`src/rtl/i2c_master_writer.sv`:
```
// I2C master that writes {SLAVE_ADDR,W}, reg_addr, wr_data framed by START/STOP on open-drain lines.
// Optional feature macro: I2C_MASTER_RETRY_EN (one retry of the whole frame after an address NACK).
module i2c_master_writer #(
  parameter int       CLK_DIV    = 4,
  parameter bit [6:0] SLAVE_ADDR = 7'h47
) (
  input  logic       clk,
  input  logic       rst,
  input  logic       req,
  input  logic [7:0] reg_addr,
  input  logic [7:0] wr_data,
  input  logic       sda_i,
  output logic       scl_oe,
  output logic       sda_oe,
  output logic       busy,
  output logic       done,
  output logic       nack
);

  localparam int QW = (CLK_DIV > 2) ? $clog2(CLK_DIV) : 1;
  localparam logic [QW-1:0] Q_LAST = QW'(CLK_DIV - 1);

  typedef enum logic [2:0] {
    IDLE  = 3'd0,
    START = 3'd1,
    BIT   = 3'd2,
    ACK   = 3'd3,
    STOP  = 3'd4,
    WAIT  = 3'd5
  } state_t;

  state_t        state_q, state_d;
  logic [QW-1:0] qcnt_q, qcnt_d;
  logic [1:0]    phase_q, phase_d;
  logic [2:0]    bit_q, bit_d;
  logic [1:0]    byte_q, byte_d;
  logic [7:0]    ra_q, ra_d;
  logic [7:0]    wd_q, wd_d;
  logic          ack_q, ack_d;
  logic          nack_q, nack_d;
  logic          busy_q, busy_d;
  logic          done_q, done_d;
  logic          scl_oe_q, scl_oe_d;
  logic          sda_oe_q, sda_oe_d;
`ifdef I2C_MASTER_RETRY_EN
  logic          retried_q, retried_d;
  logic          retry_pend_q, retry_pend_d;
`endif
  logic          qtick_s;
  logic          last_s;
  logic [7:0]    cur_byte_s;
  logic [1:0]    drive_s;

  // Line drive {scl_oe, sda_oe} for a given state/phase; computed on next-state values so outputs are flops.
  function automatic logic [1:0] line_drive(input state_t st, input logic [1:0] ph, input logic bitv);
    logic [1:0] r;
    r = 2'b00;
    case (st)
      START:   r = (ph == 2'd2) ? 2'b01 : ((ph == 2'd3) ? 2'b11 : 2'b00);
      BIT:     r = {(ph < 2'd2), ~bitv};
      ACK:     r = {(ph < 2'd2), 1'b0};
      STOP:    r = (ph == 2'd0) ? 2'b11 : ((ph == 2'd1) ? 2'b01 : 2'b00);
      default: r = 2'b00;
    endcase
    return r;
  endfunction

  assign qtick_s = (qcnt_q == Q_LAST);
  assign last_s  = qtick_s && (phase_q == 2'd3);

  always_comb begin
    state_d  = state_q;
    bit_d    = bit_q;
    byte_d   = byte_q;
    ra_d     = ra_q;
    wd_d     = wd_q;
    ack_d    = ack_q;
    nack_d   = nack_q;
`ifdef I2C_MASTER_RETRY_EN
    retried_d    = retried_q;
    retry_pend_d = retry_pend_q;
`endif
    if (state_q == IDLE) begin
      qcnt_d  = '0;
      phase_d = 2'd0;
    end else begin
      qcnt_d  = qtick_s ? '0 : qcnt_q + QW'(1);
      phase_d = qtick_s ? phase_q + 2'd1 : phase_q;
    end

    case (state_q)
      IDLE: begin
        if (req) begin
          state_d = START;
          ra_d    = reg_addr;
          wd_d    = wr_data;
          nack_d  = 1'b0;
          bit_d   = 3'd7;
          byte_d  = 2'd0;
`ifdef I2C_MASTER_RETRY_EN
          retried_d    = 1'b0;
          retry_pend_d = 1'b0;
`endif
        end
      end
      START: begin
        if (last_s) begin
          state_d = BIT;
          bit_d   = 3'd7;
          byte_d  = 2'd0;
        end
      end
      BIT: begin
        if (last_s) begin
          if (bit_q == 3'd0) begin
            state_d = ACK;
          end else begin
            bit_d = bit_q - 3'd1;
          end
        end
      end
      ACK: begin
        // Slave's answer is taken on the final clk of q2, mid SCL-high.
        if (qtick_s && (phase_q == 2'd2)) begin
          ack_d = sda_i;
        end
        if (last_s) begin
          if (ack_q) begin
            state_d = STOP;
`ifdef I2C_MASTER_RETRY_EN
            if ((byte_q == 2'd0) && !retried_q) begin
              retry_pend_d = 1'b1;
            end else begin
              nack_d = 1'b1;
            end
`else
            nack_d = 1'b1;
`endif
          end else if (byte_q == 2'd2) begin
            state_d = STOP;
          end else begin
            state_d = BIT;
            byte_d  = byte_q + 2'd1;
            bit_d   = 3'd7;
          end
        end
      end
      STOP: begin
        if (last_s) begin
`ifdef I2C_MASTER_RETRY_EN
          state_d = retry_pend_q ? WAIT : IDLE;
`else
          state_d = IDLE;
`endif
        end
      end
`ifdef I2C_MASTER_RETRY_EN
      WAIT: begin
        if (last_s) begin
          state_d      = START;
          retried_d    = 1'b1;
          retry_pend_d = 1'b0;
          bit_d        = 3'd7;
          byte_d       = 2'd0;
        end
      end
`endif
      default: state_d = IDLE;
    endcase

    case (byte_d)
      2'd0:    cur_byte_s = {SLAVE_ADDR, 1'b0};
      2'd1:    cur_byte_s = ra_q;
      default: cur_byte_s = wd_q;
    endcase
    drive_s  = line_drive(state_d, phase_d, cur_byte_s[bit_d]);
    scl_oe_d = drive_s[1];
    sda_oe_d = drive_s[0];
    busy_d   = (state_d != IDLE);
`ifdef I2C_MASTER_RETRY_EN
    done_d   = (state_d == STOP) && (phase_d == 2'd3) && (qcnt_d == Q_LAST) && !retry_pend_d;
`else
    done_d   = (state_d == STOP) && (phase_d == 2'd3) && (qcnt_d == Q_LAST);
`endif
  end

  // State and registered outputs; reset releases both lines at once without a STOP.
  always_ff @(posedge clk or posedge rst) begin
    if (rst) begin
      state_q  <= IDLE;
      qcnt_q   <= '0;
      phase_q  <= 2'd0;
      bit_q    <= 3'd0;
      byte_q   <= 2'd0;
      ra_q     <= 8'h00;
      wd_q     <= 8'h00;
      ack_q    <= 1'b0;
      nack_q   <= 1'b0;
      busy_q   <= 1'b0;
      done_q   <= 1'b0;
      scl_oe_q <= 1'b0;
      sda_oe_q <= 1'b0;
`ifdef I2C_MASTER_RETRY_EN
      retried_q    <= 1'b0;
      retry_pend_q <= 1'b0;
`endif
    end else begin
      state_q  <= state_d;
      qcnt_q   <= qcnt_d;
      phase_q  <= phase_d;
      bit_q    <= bit_d;
      byte_q   <= byte_d;
      ra_q     <= ra_d;
      wd_q     <= wd_d;
      ack_q    <= ack_d;
      nack_q   <= nack_d;
      busy_q   <= busy_d;
      done_q   <= done_d;
      scl_oe_q <= scl_oe_d;
      sda_oe_q <= sda_oe_d;
`ifdef I2C_MASTER_RETRY_EN
      retried_q    <= retried_d;
      retry_pend_q <= retry_pend_d;
`endif
    end
  end

  assign scl_oe = scl_oe_q;
  assign sda_oe = sda_oe_q;
  assign busy   = busy_q;
  assign done   = done_q;
  assign nack   = nack_q;

endmodule

```
`config.mk`:
```
export PLATFORM = sky130hd
export DESIGN_NAME = i2c_master_writer
export DESIGN_NICKNAME = d
export VERILOG_FILES = /design/src/rtl/i2c_master_writer.sv
export SDC_FILE = /design/constraint.sdc
export NUM_CORES = 1
export LEC_CHECK = 0
export CAP_MARGIN = 30
export CORE_MARGIN = 2
export CORE_UTILIZATION = 25
export CTS_CLUSTER_SIZE = 16
export DETAILED_ROUTE_END_ITERATION = 8
export GPL_TIMING_DRIVEN = 0
export PLACE_DENSITY_LB_ADDON = 0.08
export SLEW_MARGIN = 30
export SYNTH_ARGS = -nofsm -noshare
export SYNTH_HDL_FRONTEND = slang
export SYNTH_SLANG_ARGS = --single-unit
```
`constraint.sdc`:
```
create_clock -name clk -period 2.5 [get_ports clk]
set_input_delay 0.5 -clock clk [delete_from_list [all_inputs] [get_ports clk]]
set_output_delay 0.5 -clock clk [all_outputs]
set_load 0.02 [all_outputs]
```
# Word level (Yosys, flattened, before mapping)

Index checks and enable logic that the tools add are counted.

Input port bits: 20
Register bits: 34
Output and inout port bits: 5
Word-level logic and storage cells: 92

Add/subtract/negate cells: 4
$lt $le $gt $ge: 2
Reduce and logical (&&, ||, !) cells: 13
Multiplexer cells: 39
Bitwise gates (word level): 1
Eq/ne operators: 20

Operator list:

| kind                                                | number |
|---|---|
| two-way mux 3 bit                                   | 15 |
| two-way mux 2 bit                                   | 12 |
| one-hot mux 8 bit (2 select lines)                  | 1 |
| one-hot mux 3 bit (5 select lines)                  | 1 |
| == test 2 bit (second input constant)               | 7 |
| == test 3 x 2 -> 1 bit (second input constant)      | 4 |
| one-hot mux 3 bit (4 select lines)                  | 1 |
| one-hot mux 2 bit (4 select lines)                  | 1 |
| adder 2 x 1 -> 2 bit (second input constant)        | 3 |
| == test 3 x 1 -> 1 bit (second input constant)      | 2 |
| == test 3 bit (second input constant)               | 2 |
| zero test 3 bit                                     | 2 |
| != test 2 bit (second input constant)               | 3 |
| one-hot mux 2 bit (3 select lines)                  | 1 |
| two-way mux 1 bit                                   | 5 |
| == test 2 x 1 -> 1 bit (second input constant)      | 2 |
| logical AND 1 bit                                   | 4 |
| zero test 2 bit                                     | 2 |
| < comparator 3 x 4 -> 1 bit (second input constant) | 1 |
| AND reduction 2 bit                                 | 2 |
| AND reduction 4 bit                                 | 1 |
| binary-select mux 1 bit (select 3 bit)              | 1 |
| nonzero test 3 bit                                  | 1 |
| subtractor 3 x 1 -> 3 bit (second input constant)   | 1 |
| 4 further kinds                                     | 4 |

# Longest topological paths before layout

Word-level depth: 11
Mapped depth: 12
Mapped depth without buffers: 11

# Worst setup path after synthesis

No wires, ideal clock.

Path type: register to register
From: reg qcnt_q[0]
To: reg sda_oe_q, in the netlist sda_oe
Clock period less this slack: 2.474 ns
Setup slack: 0.026 ns
Stages on the path, launching flop included: 12
Required time: 2.364 ns
Library setup time: 0.136 ns
Path buffers: 2
Arrival: 2.338 ns
Cells stage by stage: dfrtp_1 > ha_1 > buf_6 > and2_4 > and3_4 > nor4_2 > or2_1 > buf_6 > a21oi_1 > or4_1 > a31oi_1 > o311ai_1

Longest elaborated chain between the ends: 10
Elaborated cells on any way between the ends: 35
Classes of those cells: eq/ne: 9; mux: 22; bitwise: 1; reduce/logical: 3

Ends and longest elaborated chain:

| item                                                             | line     | text |
|---|---|---|
| start: declaration                                               | 33       | `logic [QW-1:0] qcnt_q, qcnt_d;` |
| start signal: assignment                                         | 209      | `qcnt_q <= qcnt_d;` |
| == test 2 bit *                                                  | 68       | `assign qtick_s = (qcnt_q == Q_LAST);` |
| logical AND 1 bit                                                | 69       | `assign last_s = qtick_s && (phase_q == 2'd3);` |
| two-way mux 2 bit, on equally long branches                      | 127, 107 |  |
| one-hot mux 2 bit (3 select lines)                               | 91       | `case (state_q)` |
| == test 2 x 1 -> 1 bit / zero test 2 bit (equally long branches) | 171      | `case (byte_d)` |
| one-hot mux 8 bit (2 select lines)                               | 171      |  |
| binary-select mux 1 bit (select 3 bit)                           | 176      | `drive_s = line_drive(state_d, phase_d, cur_byte_s[bit_d]);` |
| two-way mux 1 bit (implied by the code)                          | 176      |  |
| inverter 1 bit                                                   | 60       | `BIT: r = {(ph < 2'd2), ~bitv};` |
| one-hot mux 2 bit (4 select lines) *                             | 58       | `case (st)` |
| via drive_s[0]                                                   | 52       | `logic [1:0] drive_s;` |
| end signal: assignment                                           | 220      | `sda_oe_q <= sda_oe_d;` |
| end: declaration                                                 | 44       | `logic sda_oe_q, sda_oe_d;` |

The timed path passes the listed nets; every way through them passes the cells marked *. The select of a mux whose other input is x is not followed.
A chain may end at the register's enable or synchronous reset.

# Worst setup path in the final report

From: reg bit_q[0]
To: reg sda_oe_q, in the netlist sda_oe

Longest elaborated chain between the ends: 8
Elaborated cells on any way between the ends: 21
Classes of those cells: add/sub: 1; eq/ne: 4; mux: 14; bitwise: 1; reduce/logical: 1

Ends and longest elaborated chain:

| item                                                    | line     | text |
|---|---|---|
| start: declaration                                      | 35       | `logic [2:0] bit_q, bit_d;` |
| start signal: assignment                                | 211      | `bit_q <= bit_d;` |
| subtractor 3 x 1 -> 3 bit, or another cell as far along | 118      | `bit_d = bit_q - 3'd1;` |
| two-way mux 3 bit, on equally long branches             | 115, 128 |  |
| two-way mux 3 bit, on equally long branches             | 114, 127 |  |
| one-hot mux 3 bit (4 select lines) *                    | 91       |  |
| via bit_d[0]                                            | 35       |  |
| binary-select mux 1 bit (select 3 bit) *                | 176      |  |
| two-way mux 1 bit (implied by the code) *               | 176      |  |
| inverter 1 bit *                                        | 60       |  |
| one-hot mux 2 bit (4 select lines) *                    | 58       |  |
| via drive_s[0]                                          | 52       |  |

Marked as above.

==> run_results.csv <==
group,metric,value,unit
yosys,synth-edff-count,0,
sta,clock.fmax,387,MHz
drt,first_pass_iters,4,
clocking,cts-root-buf,"clkbuf_8",
yosys,synth.net_count,197,
clocking,cts_tree,"built",
drt,ant_nets,0,
worst_setup_path,path_cells,"inv_2 -> ha_4 -> and2b_2 -> buf_12 -> nor2_4 -> nor4_4 -> or2_1 -> buf_6 -> inv_6 -> nor2_2 -> or4_4 -> a31oi_4 -> o311ai_4",
final_layout,n_fill_cell,760,
worst_setup_path,cp-start-kind,"register",
final_layout,final_cell_mix,"33 x dfrtp_1, 23 x buf_4, 23 x clkdlybuf4s50_1, 18 x mux2_2, 11 x nand2_1",
worst_setup_path,end_kind,"register",
sta,final.setup_skew,6.42,ps
worst_setup_path,path_class,"register to register",
power_and_ir_drop,power.density,1050,nW/um^2
yosys,postSynthAreaPerCell,11.1,sq um
yosys,ys_types,54,
sta,hold_viol_final,0,
final_layout,drive_gt1_share,37.5,%
yosys,ys.flop_type,"dfrtp_1",
global_route,antenna_found_initial,0,
global_route,grt_max_degree,35,
floorplanning,die_w,90.9,um
worst_hold_path,min_path_type,"register to register",
final_layout,diodes,0,
sta,max-slew-margin-rel,51.1,%
status,failed_checks,"setup timing",
final_layout,layoutNonFillerInstCount,323,
drt,drt_iter0_markers,24,
sta,rsz0062_at_grt,"true",
worst_setup_path,cp_slowest_cell,"or4_4",
sta,layout_min_cycle_time,2590,ps
final_layout,layout.nets,250,
final_layout,final_common_cell,"dfrtp_1",
power_and_ir_drop,power.leakage,1.14,nW
worst_setup_path,cp.required,2650,ps
floorplanning,die_h,90.9,um
power_and_ir_drop,ir_drop,378,uV
worst_setup_path,path_max_fanout,5,
clocking,clk_path_buf_depth,2,
yosys,syn_area,1890,sq um
flow_run,maxCapViolCount,0,
final_layout,synthToLayoutAreaGrowth,40.1,%
clocking,path_clk_slew,80,ps
yosys,syn_inst,170,
clocking,insertion_delay,290,ps
worst_setup_path,cp.arrival,2740,ps
clocking,cts_buffers,5,
drt,routed_wl,4370,um
yosys,synthArstFlopShare,100,%
floorplanning,ioPinCount,25,
global_route,track_usage,10.8,%
placed_design,placed_cells,293,
sta,fin_ws,-85.3,ps
sta,tightest_slew,732,ps
status,outcome,"complete, but fails checks",
yosys,yosys_warnings,0,
drt,drc,0,
worst_setup_path,cpPeakStageDelay,550,ps
final_layout,stdcell_area,2650,sq um
clocking,clock_sinks,34,
placed_design,placed_area,2250,sq um
floorplanning,start_util,25.9,%
clocking,cts_htree_levels,2,
sta,final-setup-viol-count,1,
placed_design,finalWeightedCongestion,0.757,
placed_design,hpwl,2980,um
worst_setup_path,critPathBufInv,4,
floorplanning,num_rows,31,
drt,avgViaCountPerCell,4.38,
yosys,synth-seq-area-share,45.0,%
global_route,grt_pass1_wl,7250,um
placed_design,port-buffer-count,24,
drt,wl_per_cell,13.5,um
clocking,cts.hold.buffers_added,0,
placed_design,dp_slack,-438,ps
global_route,overflow,0,
sta,slew_violations,0,
floorplanning,core,7290,sq um
yosys,yosys_register_bits,34,
drt,via_count,1416,
worst_setup_path,crit_family,"simple AND/OR/NAND/NOR gates",
sta,period_share,103,%
floorplanning,die-area,8270,sq um
global_route,grt_pass1_vias,1510,
[routing by layer]
metal	up-vias	share of wire [%]	GRT usage, %	wire length [um]
li1	711	-	-	-
met1	686	48	13.8	2080
met2	17	49	18.2	2150
met3	2	2.7	2.57	116
met4	0	0.59	3.41	26
met5	-	0	0	0
[synthesized netlist by cell type (2+ instances only)]
| cell type | count | share of area (%) |
|---|---|---|
| mux2i_1 | 4 | 2.1 |
| o21ai_0 | 2 | 0.53 |
| inv_1 | 13 | 2.6 |
| a311o_1 | 2 | 1.1 |
| a211oi_1 | 3 | 1.2 |
| mux2_2 | 18 | 11 |
| and2b_1 | 2 | 0.79 |
| buf_6 | 4 | 2.4 |
| nor3_1 | 3 | 0.79 |
| ha_1 | 7 | 4.6 |
| a31oi_1 | 2 | 0.66 |
| nand3_1 | 3 | 0.79 |
| o31a_1 | 3 | 1.4 |
| dfrtp_1 | 34 | 45 |
| or4_1 | 3 | 1.2 |
| nand2_1 | 11 | 2.2 |
| or3_1 | 2 | 0.66 |
| a21oi_1 | 7 | 1.9 |
| nor2_1 | 12 | 2.4 |
[cell families (layout without fill, tap and decap cells)]
kind of cell | count (synthesis) | after routing | share of synthesized area, %
xor+xnor | 1 | 1 | 0.464
fa+ha+maj | 7 | 7 | 4.64
buf+inv | 22 | 76 | 6.56
flops | 34 | 34 | 45.0
simple gates | 55 | 55 | 18.1
mux | 22 | 22 | 12.8
compound gates | 29 | 29 | 12.3
[power breakdown]
group	internal, W	switching [W]
Sequential	0.000786	0.000160
Combinational	0.000693	0.000644
Clock	0.000293	0.000206
[path summary, 6_finish.rpt]
check,startpoint,to,slack [ps],depth (start not counted)
worst min register to register,qcnt_q[0]$_DFF_PP0_,qcnt_q[0]$_DFF_PP0_,500,1
min in group asynchronous,rst,done$_DFF_PP0_,660,2
max in group asynchronous,rst,bit_q[0]$_DFF_PP0_,1320,2
worst max-delay path,bit_q[0]$_DFF_PP0_,sda_oe$_DFF_PP0_,-90,13
worst min-delay path,qcnt_q[0]$_DFF_PP0_,qcnt_q[0]$_DFF_PP0_,500,1
worst max register to register,bit_q[0]$_DFF_PP0_,sda_oe$_DFF_PP0_,-90,13
[sequential cells by signal, summed over array words and instances (netlist names)]
| signal | flops |
|---|---|
| ack_q | 1 |
| bit_q | 3 |
| busy | 1 |
| byte_q | 2 |
| done | 1 |
| nack | 1 |
| phase_q | 2 |
| qcnt_q | 2 |
| ra_q | 8 |
| scl_oe | 1 |
| sda_oe | 1 |
| state_q | 3 |
| wd_q | 8 |
[stage by stage]
step	TNS (ps)	hold WS (ps)	total power, W	util (%)
finish	-85.3	500	0.00278	36.3
detailed placement	-438	446	0.00203	30.9
CTS	-52.0	506	0.00270	35.0
global route	-175	527	0.00299	36.3
global placement	-403	440	0.00201	30.9
floorplan	0	427	0.00173	-
[layout make-up]
class,instances,area [sq um],share of cell area (%)
plain buffers,5,45.0,1.70
clock buffers,5,68.8,2.60
clock inverters,3,40.0,1.51
inverters,15,63.8,2.41
multi-input cells,114,1020,38.5
flip-flops and latches,34,852,32.2
well taps,99,124,4.68
repair buffers,48,435,16.4
[timing repair]
item / CTS / global route
buffers inserted: 18 / 7
pin swaps: 12 / 11
setup endpoints to repair: 1 / 1
gates cloned: 0 / 0
gates resized for setup: 14 / 11
(Power assumes the default switching activity.)
